### src/rtl/bldc_pkg.sv
// rtl/bldc_pkg.sv - shared state codes, fault codes and six-step Hall helpers
package bldc_pkg;

   localparam logic [2:0] ST_IDLE  = 3'd0;
   localparam logic [2:0] ST_ALIGN = 3'd1;
   localparam logic [2:0] ST_RAMP  = 3'd2;
   localparam logic [2:0] ST_RUN   = 3'd3;
   localparam logic [2:0] ST_FAULT = 3'd4;

   localparam logic [1:0] FC_NONE  = 2'b00;
   localparam logic [1:0] FC_STALL = 2'b01;
   localparam logic [1:0] FC_HALL  = 2'b10;
   localparam logic [1:0] FC_START = 2'b11;

   localparam logic [2:0] FWD_ORDER [0:5] = '{3'b001, 3'b011, 3'b010, 3'b110, 3'b100, 3'b101};

   function automatic logic [2:0] hall_to_phase(input logic [2:0] h);
      case (h)
         3'b001:  return 3'b001;
         3'b011:  return 3'b010;
         3'b010:  return 3'b100;
         3'b110:  return 3'b001;
         3'b100:  return 3'b010;
         3'b101:  return 3'b100;
         default: return 3'b000;
      endcase
   endfunction

   function automatic logic [2:0] hall_next(input logic [2:0] h);
      case (h)
         3'b001:  return 3'b011;
         3'b011:  return 3'b010;
         3'b010:  return 3'b110;
         3'b110:  return 3'b100;
         3'b100:  return 3'b101;
         3'b101:  return 3'b001;
         default: return 3'b000;
      endcase
   endfunction

   function automatic logic hall_valid(input logic [2:0] h);
      return (h != 3'b000) && (h != 3'b111);
   endfunction

endpackage

### src/rtl/hall_debounce.sv
// rtl/hall_debounce.sv - Hall synchroniser and stability filter with edge strobe
module hall_debounce #(
   parameter int DEBOUNCE_CYCLES = 4
) (
   input  logic       clk,
   input  logic       rst,
   input  logic [2:0] hall_raw,
   output logic [2:0] hall_db,
   output logic [2:0] hall_prev,
   output logic       hall_edge
);
   localparam int DW = $clog2(DEBOUNCE_CYCLES + 1);

   logic [2:0]    sync1;
   logic [2:0]    sync2;
   logic [2:0]    cand;
   logic [DW-1:0] cnt;
   logic [DW-1:0] cnt_n;
   logic          accept;

   // cnt_n is how many cycles sync2 will have held its value including this one
   always_comb begin
      cnt_n  = '0;
      accept = 1'b0;
      if (sync2 != cand)
         cnt_n = DW'(1);
      else if (cnt == DW'(DEBOUNCE_CYCLES))
         cnt_n = cnt;
      else
         cnt_n = cnt + 1'b1;
      accept = (cnt_n == DW'(DEBOUNCE_CYCLES)) && (sync2 != hall_db);
   end

   always_ff @(posedge clk or posedge rst) begin
      if (rst) begin
         sync1     <= '0;
         sync2     <= '0;
         cand      <= '0;
         cnt       <= '0;
         hall_db   <= '0;
         hall_prev <= '0;
         hall_edge <= 1'b0;
      end else begin
         sync1     <= hall_raw;
         sync2     <= sync1;
         cand      <= sync2;
         cnt       <= cnt_n;
         hall_edge <= accept;
         if (accept) begin
            hall_db   <= sync2;
            hall_prev <= hall_db;
         end
      end
   end

endmodule

### src/rtl/bldc_comm_sequencer.sv
// rtl/bldc_comm_sequencer.sv - six-step BLDC startup/run sequencer with fault supervision
import bldc_pkg::*;

module bldc_comm_sequencer #(
   parameter int DEBOUNCE_CYCLES  = 4,
   parameter int ALIGN_CYCLES     = 1000,
   parameter int RAMP_STEP_CYCLES = 2000,
   parameter int RAMP_STEPS_MAX   = 24,
   parameter int HANDOFF_EDGES    = 3,
   parameter int STALL_CYCLES     = 65535,
   parameter int PERIOD_W         = 20
) (
   input  logic                clk,
   input  logic                rst,
   input  logic                enable,
   input  logic                clear_fault,
   input  logic [2:0]          hall_raw,
   output logic [2:0]          phase_en,
   output logic [2:0]          state,
   output logic                running,
   output logic                fault,
   output logic [1:0]          fault_code,
   output logic [PERIOD_W-1:0] speed_period,
   output logic                period_valid
);
   localparam int CW = $clog2((ALIGN_CYCLES > RAMP_STEP_CYCLES ? ALIGN_CYCLES : RAMP_STEP_CYCLES) + 1);
   localparam int SW = $clog2(RAMP_STEPS_MAX + 1);
   localparam int HW = $clog2(HANDOFF_EDGES + 1);
   localparam int TW = $clog2(STALL_CYCLES + 1);

   logic [2:0]          hall_db;
   logic [2:0]          hall_prev;
   logic                hall_edge;

   logic [CW-1:0]       cyc_q, cyc_n;
   logic [2:0]          idx_q, idx_n;
   logic [SW-1:0]       steps_q, steps_n;
   logic [HW-1:0]       hand_q, hand_n;
   logic [PERIOD_W-1:0] per_q, per_n;
   logic [TW-1:0]       stall_q, stall_n;
   logic [2:0]          st_n, ph_n;
   logic [1:0]          fc_n;
   logic [PERIOD_W-1:0] sp_n;
   logic                pv_n, fwd_edge, step_done;

   hall_debounce #(.DEBOUNCE_CYCLES(DEBOUNCE_CYCLES)) u_hall (
      .clk      (clk),
      .rst      (rst),
      .hall_raw (hall_raw),
      .hall_db  (hall_db),
      .hall_prev(hall_prev),
      .hall_edge(hall_edge)
   );

   // An edge out of an invalid code (e.g. the 000 seen at power-up) starts a fresh forward run
   assign fwd_edge  = hall_edge && hall_valid(hall_db) &&
                      (!hall_valid(hall_prev) || (hall_db == hall_next(hall_prev)));
   assign step_done = (cyc_q == CW'(RAMP_STEP_CYCLES - 1));

   always_comb begin
      st_n    = state;
      cyc_n   = cyc_q;
      idx_n   = idx_q;
      steps_n = steps_q;
      hand_n  = hand_q;
      per_n   = per_q;
      stall_n = stall_q;
      sp_n    = speed_period;
      fc_n    = fault_code;
      pv_n    = 1'b0;
      case (state)
         ST_IDLE: begin
            if (enable) begin
               st_n  = ST_ALIGN;
               cyc_n = '0;
            end
         end
         ST_ALIGN: begin
            if (!enable) begin
               st_n = ST_IDLE;
            end else if (cyc_q == CW'(ALIGN_CYCLES - 1)) begin
               st_n    = ST_RAMP;
               cyc_n   = '0;
               idx_n   = '0;
               steps_n = '0;
               hand_n  = '0;
            end else begin
               cyc_n = cyc_q + 1'b1;
            end
         end
         ST_RAMP: begin
            if (!enable) begin
               st_n = ST_IDLE;
            end else begin
               if (hall_edge)
                  hand_n = fwd_edge ? hand_q + 1'b1 : '0;
               if (step_done) begin
                  cyc_n   = '0;
                  idx_n   = (idx_q == 3'd5) ? 3'd0 : idx_q + 3'd1;
                  steps_n = steps_q + 1'b1;
               end else begin
                  cyc_n = cyc_q + 1'b1;
               end
               if (fwd_edge && (hand_q == HW'(HANDOFF_EDGES - 1))) begin
                  st_n    = ST_RUN;
                  per_n   = '0;
                  stall_n = '0;
               end else if (step_done && (steps_q == SW'(RAMP_STEPS_MAX - 1))) begin
                  st_n = ST_FAULT;
                  fc_n = FC_START;
               end
            end
         end
         ST_RUN: begin
            if (per_q != '1)
               per_n = per_q + 1'b1;
            stall_n = stall_q + 1'b1;
            if (!enable) begin
               st_n = ST_IDLE;
            end else if (!hall_valid(hall_db)) begin
               st_n = ST_FAULT;
               fc_n = FC_HALL;
            end else if (hall_edge) begin
               sp_n    = per_q;
               pv_n    = 1'b1;
               per_n   = PERIOD_W'(1);
               stall_n = '0;
            end else if (stall_q == TW'(STALL_CYCLES - 1)) begin
               st_n = ST_FAULT;
               fc_n = FC_STALL;
            end
         end
         ST_FAULT: begin
            if (clear_fault && !enable) begin
               st_n = ST_IDLE;
               fc_n = FC_NONE;
            end
         end
         default: st_n = ST_IDLE;
      endcase

      case (st_n)
         ST_ALIGN: ph_n = 3'b001;
         ST_RAMP:  ph_n = hall_to_phase(FWD_ORDER[idx_n]);
         ST_RUN:   ph_n = hall_to_phase(hall_db);
         default:  ph_n = 3'b000;
      endcase
   end

   always_ff @(posedge clk or posedge rst) begin
      if (rst) begin
         state        <= ST_IDLE;
         phase_en     <= '0;
         running      <= 1'b0;
         fault        <= 1'b0;
         fault_code   <= FC_NONE;
         speed_period <= '0;
         period_valid <= 1'b0;
         cyc_q        <= '0;
         idx_q        <= '0;
         steps_q      <= '0;
         hand_q       <= '0;
         per_q        <= '0;
         stall_q      <= '0;
      end else begin
         state        <= st_n;
         phase_en     <= ph_n;
         running      <= (st_n == ST_RUN);
         fault        <= (st_n == ST_FAULT);
         fault_code   <= fc_n;
         speed_period <= sp_n;
         period_valid <= pv_n;
         cyc_q        <= cyc_n;
         idx_q        <= idx_n;
         steps_q      <= steps_n;
         hand_q       <= hand_n;
         per_q        <= per_n;
         stall_q      <= stall_n;
      end
   end

endmodule
### config.mk
export PLATFORM = sky130hd
export DESIGN_NAME = bldc_comm_sequencer
export DESIGN_NICKNAME = d
export VERILOG_FILES = /design/src/rtl/bldc_pkg.sv /design/src/rtl/hall_debounce.sv /design/src/rtl/bldc_comm_sequencer.sv
export SDC_FILE = /design/constraint.sdc
export NUM_CORES = 1
export LEC_CHECK = 0
export BUFFER_PORTS_ARGS = -buffer_cell sky130_fd_sc_hd__buf_2
export CAP_MARGIN = 20
export CELL_PAD_IN_SITES_DETAIL_PLACEMENT = 0
export CELL_PAD_IN_SITES_GLOBAL_PLACEMENT = 1
export CORE_ASPECT_RATIO = 0.6
export CORE_UTILIZATION = 51
export CTS_BUF_LIST = sky130_fd_sc_hd__clkbuf_8 sky130_fd_sc_hd__clkbuf_16
export CTS_CLUSTER_DIAMETER = 150
export DETAILED_ROUTE_END_ITERATION = 6
export PLACE_DENSITY = 0.82
export SKIP_CTS_REPAIR_TIMING = 1
export SYNTH_ARGS = -nofsm -noshare
export SYNTH_HDL_FRONTEND = slang
export SYNTH_SLANG_ARGS = --single-unit
### constraint.sdc
create_clock -name clk -period 8.35 [get_ports clk]
set_input_delay 0.4175 -clock clk [delete_from_list [all_inputs] [get_ports clk]]
set_output_delay 0.4175 -clock clk [all_outputs]
set_load 0.02 [all_outputs]
==> results.py <==
metrics = {
    "yosys": {
        "synth_top_family_by_area": "simple AND/OR/NAND/NOR gates",
        "synthAdderAreaFrac_pct": 1.87,
        "yosys-top-cells-area": "dfrtp_1, o21ai_0, mux2_2",
        "synth.largest_area_cell": "dfrtp_1",
        "syn_nets": 563,
        "yosysSeqAreaShare_pct": 50.0,
        "synth_area_per_cell_sq_um": 9.77,
        "syn-instance-count": 548,
        "yosys_warnings": 0,
        "synth_edf_count": 0,
        "synth-seq-cells": 107,
        "synth.distinct_cells": 64,
        "synth-simple-area-share_pct": 19.3,
        "synth_mux_area_share_pct": 5.42,
        "synth_compound_area_share_pct": 17.6,
        "yosysTopAreaCellShare_pct": 50.0,
        "synth-xor-area-share_pct": 2.45,
        "synthFlopType": "dfrtp_1",
        "syn_area_sq_um": 5350,
        "synth-async-reset-ratio_pct": 100,
    },
    "place": {
        "numPortBuffers": 37,
        "routabilityCongestion": 0.864,
        "hpwl_mm": 8.40,
    },
    "sta": {
        "fin_hold_ws_ns": 0.132,
        "relSlewSlack_pct": 45.1,
        "period_share_pct": 31.8,
        "tns_ns": 0,
        "fin_worst_skew_ns": 0.00662,
        "slew_violations": 0,
        "rsz0062_at_grt": "false",
        "worst_pin_slew_ns": 0.821,
        "period_minus_slack_ns": 2.65,
        "max_freq_ghz": 0.377,
        "hold_violations": 0,
        "setup_viol": 0,
    },
    "worst_hold_path": {
        "hold_path.class": "in2async",
    },
    "global_route": {
        "grt_pass1_wl_mm": 20.6,
        "grt_pass1_vias": 3946,
        "grt_use_total_pct": 24.3,
        "use_met2_pct": 34.9,
        "antenna_found_initial": 0,
        "grt.overflow.total": 0,
        "grt_max_degree": 65,
        "met1_usage_pct": 37.2,
        "use_met3_pct": 4.74,
        "busiest_layer": "met1",
    },
    "power": {
        "internal-power_mw": 0.823,
        "peakVddDrop_mv": 0.121,
        "share_comb_of_total_power_pct": 3.6,
        "pwr_density_cell_nw_per_um2": 174,
        "p_switching_mw": 0.218,
        "swShare_pct": 20.9,
        "clock_power_share_pct": 45.2,
        "p_seq_share_pct": 51.1,
        "leakage_nw": 2.76,
    },
    "finish": {
        "layout_commonest_cell": "dfrtp_1",
        "final_layout_size_suffix_gt1_share_pct": 17.2,
        "multi_input_area_sq_um": 2500,
        "fillers": 882,
        "final-seq-area_sq_um": 2680,
        "antennaDiodeCount": 0,
        "utilization_pct": 59.7,
        "syn2layout_area_growth_pct": 11.7,
        "fin_nets": 590,
        "mostFrequentLayoutCells": "dfrtp_1, o21ai_0, nand2_1, buf_2, nor2_1",
    },
    "die": {
        "io_pins": 38,
        "fp.dieH_microns": 81.4,
        "core_area_sq_um": 10000,
        "rows": 28,
        "initial_core_util_pct": 53.4,
        "die_x_microns": 134,
        "dieArea_sq_um": 10900,
    },
    "clock_tree": {
        "numCtsBuffers": 9,
        "clock_sinks": 107,
        "cts-root-buf": "clkbuf_16",
        "clk_latency_ns": 0.34,
        "clock_path_buffers": 2,
        "clkTransAtPathRegs_ns": 0.07,
        "cts-htree-levels": 3,
        "cts_tree": "built",
    },
    "detailed_routing": {
        "wl_per_cell_microns": 16.9,
        "viasPerCell": 5.94,
        "vias": 4248,
        "drt_iter0_drc": 305,
        "drtAntennaViolNets": 0,
        "drc": 0,
        "routed_wl_mm": 12.1,
        "drtPass1Iterations": 4,
    },
    "job": {
        "maxCapViolations": 0,
    },
    "worst_setup_path": {
        "r2r_slack_ns": 5.70,
        "cpPeakStageDelay_ns": 0.53,
        "ff2ff_path_depth": 10,
        "cp_common_cell": "or4_1",
        "r2r_start": "stall_q[0]",
        "slowest_stage": "or4_1",
        "arrival_ns": 2.92,
        "critPathLaunchType": "register",
        "crit_chain": "inv_1 -> ha_1 -> nand4_1 -> or4_1 -> o21ai_2 -> a21boi_2 -> o221ai_4 -> inv_2 -> or4_1 -> o21ai_0",
        "cp_max_fo": 7,
        "end_kind": "register",
        "r2r_end": "phase_en[0]",
        "path_class": "reg2reg",
        "required_ns": 8.62,
    },
    "run_status": {
        "status": "finished clean",
    },
}
==> metal layers <==
layer  vias up  wire (microns)
met3         7             561
li1       2044               -
met2        98            5060
met4         0              73
met1      2099            6360
met5         -               0
==> power by group through the flow <==
stage               clock, mW  combinational, mW  sequential (mW)
floorplan                   0             0.0266            0.541
global placement            0             0.0377            0.541
detailed placement          0             0.0387            0.542
CTS                     0.482             0.0389            0.532
global route            0.501             0.0438            0.533
finish                  0.471             0.0379            0.532
==> cell type report <==
type	instances	share of cell area, %
multi-input cells	397	41.8
inverters	18	1.17
flip-flops and latches	107	44.8
well taps	135	2.83
clock buffers	12	4.46
repair buffers	42	3.73
clock inverters	4	1.21
==> worst max path at each step <==
stage | start | end
6_report | stall_q[0] | phase_en[0]
2_1_floorplan | rst | cyc_q[0]
3_5_place_dp | stall_q[0] | phase_en[0]
5_1_grt | state[1] | per_q[5]
3_3_place_gp | stall_q[0] | phase_en[0]
4_1_cts | stall_q[0] | phase_en[0]
==> state kept, by name, summed over array words and instances (netlist names), 3 cells and up <==
register          cells
u_hall.sync1          3
cyc_q                11
idx_q                 3
phase_en              3
u_hall.sync2          3
steps_q               5
speed_period         20
u_hall.hall_prev      3
per_q                20
u_hall.cnt            3
state                 3
u_hall.cand           3
u_hall.hall_db        3
stall_q              16
==> worst max-delay path, delay by kind of cell, from the launching register on <==
| kind | cells | cell delay, ns |
|---|---|---|
| and+or+nand+nor | 3 | 1.13 |
| DFF | 1 | 0.44 |
| AOI/OAI and AO/OA | 4 | 0.69 |
| adders and majority gates | 1 | 0.14 |
| buffers and inverters | 2 | 0.17 |
==> kinds of logic after synthesis <==
logic type / after synthesis
compound gates: 155
simple gates: 193
buf+inv: 44
xor+xnor: 15
fa+ha+maj: 8
mux: 26
flops: 107
==> through the flow <==
step | instance area (sq um) | std cells | setup WS [ns] | total power [mW]
6_report | 5980 | 715 | 5.70 | 1.04
3_3_place_gp | 5640 | 699 | 5.81 | 0.579
2_1_floorplan | 5350 | 548 | 5.12 | 0.568
3_5_place_dp | 5640 | 699 | 5.75 | 0.581
4_1_cts | 5980 | 715 | 5.73 | 1.05
5_1_grt | 5980 | 715 | 5.53 | 1.08
==> cell usage after synthesis, drive strengths merged (3+ instances only) <==
cell    count
or3         5
nor2       31
ha          8
a31oi      14
o31ai      11
or4         4
and2       11
inv        18
o21bai      3
nand3b      5
dfrtp     107
nor2b       4
nand2      53
clkbuf     17
and4        5
a21o        3
a21oi      22
nand2b      5
buf         9
a21boi      3
xor2       13
nand3      23
o21ai      79
nand4      17
nor3        7
mux2       24
and3       11
o221ai      3
Note: power is estimated with default switching activity, not from simulation.
